`src/rtl/fwd_hazard_ctrl.sv`:
```
// Forwarding-select and load-use stall control for the EX-stage operand muxes.
// Optional event counters are compiled in when FWD_STATS_EN is defined.
module fwd_hazard_ctrl #(
  parameter int REG_ADDR_W = 5
) (
  input  logic                  clk,
  input  logic                  rst_n,
  input  logic [REG_ADDR_W-1:0] id_rs,
  input  logic [REG_ADDR_W-1:0] id_rt,
  input  logic [REG_ADDR_W-1:0] id_dst,
  input  logic                  id_reg_write,
  input  logic                  id_mem_read,
  input  logic                  flush,
  input  logic                  freeze,
  output logic [1:0]            forward_a,
  output logic [1:0]            forward_b,
  output logic                  stall
`ifdef FWD_STATS_EN
  ,
  output logic [31:0]           stall_count,
  output logic [31:0]           fwd_count
`endif
);

  localparam logic [REG_ADDR_W-1:0] REG_ZERO = '0;

  logic [REG_ADDR_W-1:0] ex_rs_reg, ex_rt_reg, ex_dst_reg;
  logic                  ex_rw_reg, ex_mr_reg;
  logic [REG_ADDR_W-1:0] ex_rs_next, ex_rt_next, ex_dst_next;
  logic                  ex_rw_next, ex_mr_next;

  // The load flag leaves the tracking state after EX: once a load reaches
  // MEM its result is forwardable like any ALU result, so nothing downstream
  // needs to know it was a load.
  logic [REG_ADDR_W-1:0] mem_dst_reg, wb_dst_reg;
  logic                  mem_rw_reg, wb_rw_reg;

  logic bubble_in;

  assign stall = ~flush & ex_mr_reg & ex_rw_reg & (ex_dst_reg != REG_ZERO) &
                 ((ex_dst_reg == id_rs) | (ex_dst_reg == id_rt));

  assign bubble_in = flush | stall;

  always_comb begin
    ex_rs_next  = id_rs;
    ex_rt_next  = id_rt;
    ex_dst_next = id_dst;
    ex_rw_next  = id_reg_write;
    ex_mr_next  = id_mem_read;
    if (bubble_in) begin
      ex_rs_next  = REG_ZERO;
      ex_rt_next  = REG_ZERO;
      ex_dst_next = REG_ZERO;
      ex_rw_next  = 1'b0;
      ex_mr_next  = 1'b0;
    end
  end

  always_ff @(posedge clk) begin
    if (!rst_n) begin
      ex_rs_reg   <= REG_ZERO;
      ex_rt_reg   <= REG_ZERO;
      ex_dst_reg  <= REG_ZERO;
      ex_rw_reg   <= 1'b0;
      ex_mr_reg   <= 1'b0;
      mem_dst_reg <= REG_ZERO;
      mem_rw_reg  <= 1'b0;
      wb_dst_reg  <= REG_ZERO;
      wb_rw_reg   <= 1'b0;
    end else if (!freeze) begin
      ex_rs_reg   <= ex_rs_next;
      ex_rt_reg   <= ex_rt_next;
      ex_dst_reg  <= ex_dst_next;
      ex_rw_reg   <= ex_rw_next;
      ex_mr_reg   <= ex_mr_next;
      mem_dst_reg <= ex_dst_reg;
      mem_rw_reg  <= ex_rw_reg;
      wb_dst_reg  <= mem_dst_reg;
      wb_rw_reg   <= mem_rw_reg;
    end
  end

  // Index 0 resolves operand A (rs), index 1 operand B (rt).
  logic [REG_ADDR_W-1:0] ex_src [2];
  logic [1:0]            fwd_sel [2];

  assign ex_src[0] = ex_rs_reg;
  assign ex_src[1] = ex_rt_reg;

  genvar gi;
  generate
    for (gi = 0; gi < 2; gi++) begin : g_fwd
      logic hit_mem;
      logic hit_wb;
      // A zero destination never matches, so source $0 can never forward.
      assign hit_mem = mem_rw_reg & (mem_dst_reg != REG_ZERO) & (mem_dst_reg == ex_src[gi]);
      assign hit_wb  = wb_rw_reg  & (wb_dst_reg  != REG_ZERO) & (wb_dst_reg  == ex_src[gi]);
      assign fwd_sel[gi] = hit_mem ? 2'b10 : (hit_wb ? 2'b01 : 2'b00);
    end
  endgenerate

  assign forward_a = fwd_sel[0];
  assign forward_b = fwd_sel[1];

`ifdef FWD_STATS_EN
  logic [31:0] stall_count_reg, fwd_count_reg;

  always_ff @(posedge clk) begin
    if (!rst_n) begin
      stall_count_reg <= '0;
      fwd_count_reg   <= '0;
    end else if (!freeze) begin
      if (stall)
        stall_count_reg <= stall_count_reg + 32'd1;
      if ((forward_a != 2'b00) || (forward_b != 2'b00))
        fwd_count_reg <= fwd_count_reg + 32'd1;
    end
  end

  assign stall_count = stall_count_reg;
  assign fwd_count   = fwd_count_reg;
`endif

endmodule

```
`config.mk`:
```
export PLATFORM = sky130hd
export DESIGN_NAME = fwd_hazard_ctrl
export DESIGN_NICKNAME = d
export VERILOG_FILES = /design/src/rtl/fwd_hazard_ctrl.sv
export SDC_FILE = /design/constraint.sdc
export NUM_CORES = 1
export LEC_CHECK = 0
export BUFFER_PORTS_ARGS = -buffer_cell sky130_fd_sc_hd__buf_4
export CORE_MARGIN = 2
export CORE_UTILIZATION = 29
export DETAILED_ROUTE_END_ITERATION = 7
export SLEW_MARGIN = 40
export SYNTH_ARGS = -nofsm -noshare
export SYNTH_HDL_FRONTEND = slang
export SYNTH_SLANG_ARGS = --single-unit
```
`constraint.sdc`:
```
create_clock -name clk -period 3.3 [get_ports clk]
set_clock_uncertainty 0.2 [all_clocks]
set_input_delay 0 -clock clk [delete_from_list [all_inputs] [get_ports clk]]
set_output_delay 0 -clock clk [all_outputs]
set_load 0.02 [all_outputs]
```
After elaboration in Yosys (flattened, before gate mapping)
Index checks and enable logic that the tools add are counted.
{"block": "classes", "n_reduce_logical": 3, "eq_ne": 6, "mux": 9, "bitwise_logic": 13}
{"operator": "== test 5 bit", "count": 6}
{"operator": "two-way mux 5 bit", "count": 3}
{"operator": "nonzero test 5 bit", "count": 3}
{"operator": "bitwise AND 1 bit", "count": 10}
{"operator": "two-way mux 1 bit", "count": 4}
{"operator": "two-way mux 2 bit", "count": 2}
{"operator": "bitwise OR 1 bit", "count": 2}
{"operator": "NOT 1 bit", "count": 1}
{"block": "word_totals", "reg_bits": 29, "wordCells": 40}

Logic depth before layout (Yosys ltp)
Gate-level depths: netlist of the first run.
{"block": "depth", "depth_word": 7, "ltp_mapped": 6, "depth_no_buf": 4}

Least setup slack after synthesis of the first run
OpenSTA, ideal clock, no wires.
{"block": "synth_timing", "path_type": "reg2out", "startpoint": "register mem_dst_reg[4]", "endpoint": "output forward_a[0]", "stages_incl_launch_ff": 5, "path_buffers": 0, "arrival_ps": 1806, "slack_ps": 1294, "path_cell_list": "dfxtp_1 -> or4_1 -> o21ai_1 -> nor4_1 -> nor4_1"}
{"block": "synth_between", "elab_chain_cells": 4}
{"item": "from (decl)", "line_no": "35", "source": "logic [REG_ADDR_W-1:0] mem_dst_reg, wb_dst_reg;"}
{"item": "from (signal assigned)", "line_no": "77", "source": "mem_dst_reg <= ex_dst_reg;"}
{"item": "nonzero test 5 bit", "line_no": "97", "source": "assign hit_mem = mem_rw_reg & (mem_dst_reg != REG_ZERO) & (mem_dst_reg == ex_src[gi]);"}
{"item": "bitwise AND 1 bit", "line_no": "97"}
{"item": "bitwise AND 1 bit (*)", "line_no": "97"}
{"item": "net g_fwd[0].hit_mem", "line_no": "94", "source": "logic hit_mem;"}
{"item": "two-way mux 2 bit (*)", "line_no": "99", "source": "assign fwd_sel[gi] = hit_mem ? 2'b10 : (hit_wb ? 2'b01 : 2'b00);"}
{"item": "to (decl)", "line_no": "15", "source": "output logic [1:0] forward_a,"}
The timed path passes the listed nets; every way through them passes the cells marked *.

==> qor.yml, run 1 <==
max-vdd-ir-drop_uv: 216
fin_ws_ns: 0.623
grt_pass1_vias: 1328
cts_made_buffers: 5
hp-class: "input pin to flip-flop"
slew-limit-headroom_pct: 56.5
rows: 27
h-tree-depth: 2
clk_path_buf_depth: 2
dpl.hpwl_mm: 2.76
syn_to_final_growth_pct: 39.2
max_freq_mhz: 374
dr.pass1.iters: 4
hold_ws_ns: 0.0343
synthesis.nets: 190
antenna_found_initial: 0
fin_cells: 293
diodes: 0
die_area_sq_mm: 0.00615
p_per_area_mw_per_mm2: 394
gp_congestion: 0.776
p_total_w: 0.000881
mostFrequentLayoutCells: "dlygate4sd3_1 (30), dfxtp_1 (29), buf_4 (27)"
synth_xor_area_share_pct: 16.4
die_width_um: 78.4
num_vias: 1435
yosysWarnings: 0
crit_fanout: 15
status: "completed"
syn_area_sq_mm: 0.00161
synth-simple-area-share_pct: 16.1
tns_ns: 0
drt-wirelength-per-cell_um: 14.2
crit_type: "input pin to flip-flop"
worstSkewPairLatency_ns: 0.29
cts_hold_buf: 30
slew_viol_final: 0
synthCells: 169
pin_count: 26
drc: 0
floorplan.initialDensity_pct: 29.5
ctsResizeCount: 0
grt_usage_pct: 14.5
nets: 241
crit_path_start_kind: "input pin"
synth_top_family_by_area: "compound AO/OA/AOI/OAI gates"
final_common_cell: "dlygate4sd3_1"
drive_gt1_share_pct: 21.7
synth.distinct_cells: 22
finalCritPeriodShare_pct: 81.1
setup_violations: 0
cp-end-kind: "flip-flop"
grt_overflow: 0
leakage_nw: 0.886
synth-seq-cells: 29
fillers: 538
place_inst: 255
synth_compound_area_share_pct: 19.4
yosys.area_share.adder_pct: 0
synth.area.mux_share_pct: 7.48
via_per_inst: 4.90
post-place-ws_ns: 1.36
cts_setup_buffers: 0
antenna_left: 0
wirelength_mm: 4.16
grt_pass1_wl_mm: 6.81
drv_cap: 0
final_hold_viol_count: 0
rsz0062_at_grt: "false"
port_buffers: 25
clkSinkCount: 29
core-area_sq_mm: 0.00544
die_h_um: 78.4
worstPathArrival_ns: 2.71
syn_area_per_cell_sq_um: 9.50
clk_pin_slew_ns: 0.07
drt-initial-drc-count: 73
ys_seq_area_share_pct: 36.2
worst_pin_slew_ns: 0.653
cts_tree: "built"
cts_root_buf: "clkbuf_8"
fin_crit_ns: 2.68
worst_ep_required_time_ns: 3.33
grt_max_degree: 21
==> cells in the mapped netlist <==
| master | count | share of area (%) |
|---|---|---|
| a32oi_1 | 17 | 9.3 |
| and2_1 | 1 | 0.39 |
| buf_2 | 6 | 1.9 |
| buf_4 | 2 | 0.94 |
| buf_6 | 1 | 0.70 |
| clkbuf_1 | 4 | 0.94 |
| dfxtp_1 | 29 | 36 |
| mux2i_1 | 12 | 7.5 |
| nand2_1 | 19 | 4.4 |
| nand3_1 | 4 | 1.2 |
| nor2b_1 | 12 | 4.7 |
| nor3b_1 | 1 | 0.47 |
| nor3b_2 | 1 | 0.78 |
| nor4_1 | 4 | 1.6 |
| o211ai_4 | 1 | 1.3 |
| o21ai_1 | 10 | 3.1 |
| o21ai_2 | 9 | 4.9 |
| o22ai_2 | 1 | 0.78 |
| or4_1 | 4 | 1.9 |
| or4_4 | 1 | 0.70 |
| xnor2_1 | 16 | 8.7 |
| xor2_1 | 14 | 7.6 |
==> critical path, stage by stage <==
cell and delay (ns):
dlygate4sd3_1 0.53, buf_4 0.22, nor3b_4 0.55, nand2_1 0.11, dlygate4sd3_1 0.59, o21ai_1 0.14
dlygate4sd3_1 0.56
==> routing by layer <==
layer | up-vias | GRT usage [%] | wire length (um)
met3 | 4 | 4.83 | 168
li1 | 713 | - | -
met1 | 689 | 19.9 | 2100
met2 | 29 | 21.1 | 1830
met4 | 0 | 5.26 | 63
met5 | - | 0 | 0
==> report_power, final <==
group	switching (W)	internal, W
registers	0.0000302	0.000370
clock network	0.000139	0.000188
logic	0.0000646	0.0000885
total	0.000234	0.000647
==> cells by family (layout without fill, tap and decap cells) <==
family,count (synthesis),count (layout)
buf+inv,13,65
simple gates,47,47
mux,12,12
compound gates,38,38
xor+xnor,30,30
flops,29,29
==> final cells by class <==
cell class | instances | area, sq um | area share (%)
Sequential cell | 29 | 581 | 26.0
Timing Repair Buffer | 57 | 503 | 22.5
Clock buffer | 7 | 96.3 | 4.31
Clock inverter | 1 | 5.00 | 0.224
Multi-Input combinational cell | 127 | 960 | 42.9
Tap cell | 72 | 90.1 | 4.03
==> path summary, 6_finish.rpt <==
path | from | end | slack (ns) | depth (start not counted)
worst max-delay path | freeze | ex_rt_reg[0] | 0.62 | 7
worst min register to register | wb_rw_reg | wb_rw_reg | 0.34 | 2
worst max register to register | ex_dst_reg[0] | ex_rt_reg[0] | 0.78 | 5
worst min-delay path | flush | ex_rt_reg[4] | 0.03 | 4
==> per-stage QoR <==
stage          area [sq um]  utilization (%)
3_3_place_gp           1830             33.7
5_1_grt                2230             41.1
3_5_place_dp           1830             33.7
4_1_cts                2230             41.1
2_1_floorplan          1610                -
6_report               2230             41.1
Power figures use the tool's default switching activity.
==> run 2: changes to the inputs <==
- clock period: 3.3 -> 2.8 ns (I/O delays scaled with it)
==> run 2 against run 1 <==
Compared with the run above: via count decreased by 3.8%; sequential share of layout area increased by 1.2 points; wire length decreased by 6.4%; first-iteration DRC count decreased by 23%; cell count decreased by 3.4%; critical path depth decreased by 2; sequential cell count unchanged; critical endpoint is now forward_b[0].
==> qor.yml, run 2 (synthesized netlist as in run 1, its figures left out) <==
timing.rr.end: "ex_rt_reg[1]"
mostFrequentLayoutCells: "dfxtp_1 (29), buf_4 (27), dlygate4sd3_1 (20)"
drt-wirelength-per-cell_um: 13.7  # -3.1%
num_vias: 1381  # -3.8%
max-vdd-ir-drop_uv: 254  # +17%
core-area_sq_mm: 0.00544  # unchanged
p_total_w: 0.00103  # +17%
cts_tree: "built"
via_per_inst: 4.88  # -0.36%
drt-initial-drc-count: 56  # -23%
clk_path_buf_depth: 2  # unchanged
syn_to_final_growth_pct: 33.0
drive_gt1_share_pct: 22.7  # +1.0 points
critPathLaunch: "mem_dst_reg[4]"
diodes: 0  # unchanged
worst_path_most_repeated_cell: "nor4_1"
worst_ep_required_time_ns: 2.60  # -0.73 ns
dr.pass1.iters: 4  # unchanged
cp-end-kind: "output pin"
reg2reg_setup_slack_ns: 0.85  # +0.07 ns
die_h_um: 78.4  # unchanged
cp-endpoint: "forward_b[0]"
port_buffers: 25  # unchanged
cts_made_buffers: 5  # unchanged
crit_slowest_cell: "or4_1"
pin_count: 26  # unchanged
crit_fanout: 5  # -10
floorplan.initialDensity_pct: 29.5  # unchanged
crit_chain: "or4_1 > o21ai_1 > nor4_1 > nor4_1 > buf_4"
crit_path_start_kind: "flip-flop"
max_freq_mhz: 452
slew-limit-headroom_pct: 57.1  # +0.64 points
clkSinkCount: 29  # unchanged
final_hold_viol_count: 0  # unchanged
finalCritPeriodShare_pct: 79.1
antenna_left: 0  # unchanged
drc: 0  # unchanged
rows: 27  # unchanged
cpPeakStageDelay_ns: 0.53  # -0.06 ns
grt_overflow: 0  # unchanged
crit_type: "flip-flop to output pin"
p_per_area_mw_per_mm2: 482  # +22%
worstPathArrival_ns: 2.01  # -0.70 ns
rr_worst_depth: 4  # -1
final_util_pct: 39.2  # -1.8 points
grt_pass1_wl_mm: 6.70  # -1.6%
die_area_sq_mm: 0.00615  # unchanged
tns_ns: 0  # unchanged
die_width_um: 78.4  # unchanged
fillers: 539  # +0.19%
hp-class: "input pin to flip-flop"
ctsResizeCount: 0  # unchanged
dpl.hpwl_mm: 2.71  # -1.8%
worst_pin_slew_ns: 0.643  # -0.00956 ns
drv_cap: 0  # unchanged
rsz0062_at_grt: "false"
r2r_start: "ex_dst_reg[0]"
nets: 231  # -4.1%
post-place-ws_ns: 0.845  # -0.512 ns
wirelength_mm: 3.89  # -6.4%
h-tree-depth: 2  # unchanged
grt_usage_pct: 13.9  # -0.60 points
final_common_cell: "dfxtp_1"
setup_violations: 0  # unchanged
worstSkewPairLatency_ns: 0.28  # about the same
cts_setup_buffers: 0  # unchanged
gp_congestion: 0.783  # +0.93%
fin_crit_ns: 2.21
cts_hold_buf: 20  # -33%
cts_root_buf: "clkbuf_8"
slew_viol_final: 0  # unchanged
status: "completed"
antenna_found_initial: 0  # unchanged
grt_pass1_vias: 1305  # -1.7%
clk_pin_slew_ns: 0.06  # about the same
leakage_nw: 0.855  # -3.4%
fin_ws_ns: 0.586  # -0.0375 ns
grt_max_degree: 35  # +67%
[run 2: cell count changes in the layout (fill, tap and decap cells not counted)]
cell,delta
dlygate4sd3_1,-10
[run 2: layout make-up]
cell class | instances | area (sq um) | area share, %
clock buffer | 7 | 96.3 | 4.51
sequential | 29 | 581 | 27.2
multi-input combinational | 127 | 960 | 45.0
timing repair buffer | 47 | 403 | 18.9
tap | 72 | 90.1 | 4.22
clock inverter | 1 | 5.00 | 0.234
[run 2: power by group]
group / switching (W) / total (W) / internal, W
clock network: 0.000164 / 0.000386 / 0.000222
logic: 0.0000739 / 0.000171 / 0.0000972
registers: 0.0000353 / 0.000472 / 0.000436
[run 2: worst min-delay path by stage]
stage,from,end,slack (ns),cells past startpoint
after floorplan,flush,stall,-0.12,1
after global placement,id_dst[0],ex_dst_reg[0],0.06,3
after detailed placement,id_dst[2],ex_dst_reg[2],0.06,3
after CTS,flush,ex_rt_reg[2],0.07,5
after global routing,flush,ex_rs_reg[2],0.10,5
final,flush,ex_rt_reg[2],0.08,5
[run 2: per-layer routing]
metal / up-vias / part of all wire [%] / global-route usage, %
li1: 698 / - / -
met1: 641 / 50 / 18.8
met4: 0 / 1.7 / 5.79
met5: - / 0 / 0
met2: 34 / 44 / 21.3
met3: 8 / 4.1 / 3.22
[run 2: stage by stage]
| stage | cell area, sq um | instances | hold slack, ns |
|---|---|---|---|
| after floorplan | 1610 | 169 | -0.117 |
| after global placement | 1830 | 255 | 0.0570 |
| after detailed placement | 1830 | 255 | 0.0633 |
| after CTS | 2130 | 283 | 0.0714 |
| after global routing | 2130 | 283 | 0.103 |
| final | 2130 | 283 | 0.0798 |
[run 2: worst max-delay path: cells and delay by family (launching register included)]
kind	cells	cell delay, ns
and+or+nand+nor	3	0.96
DFF	1	0.38
buffers and inverters	1	0.20
AOI/OAI and AO/OA	1	0.18
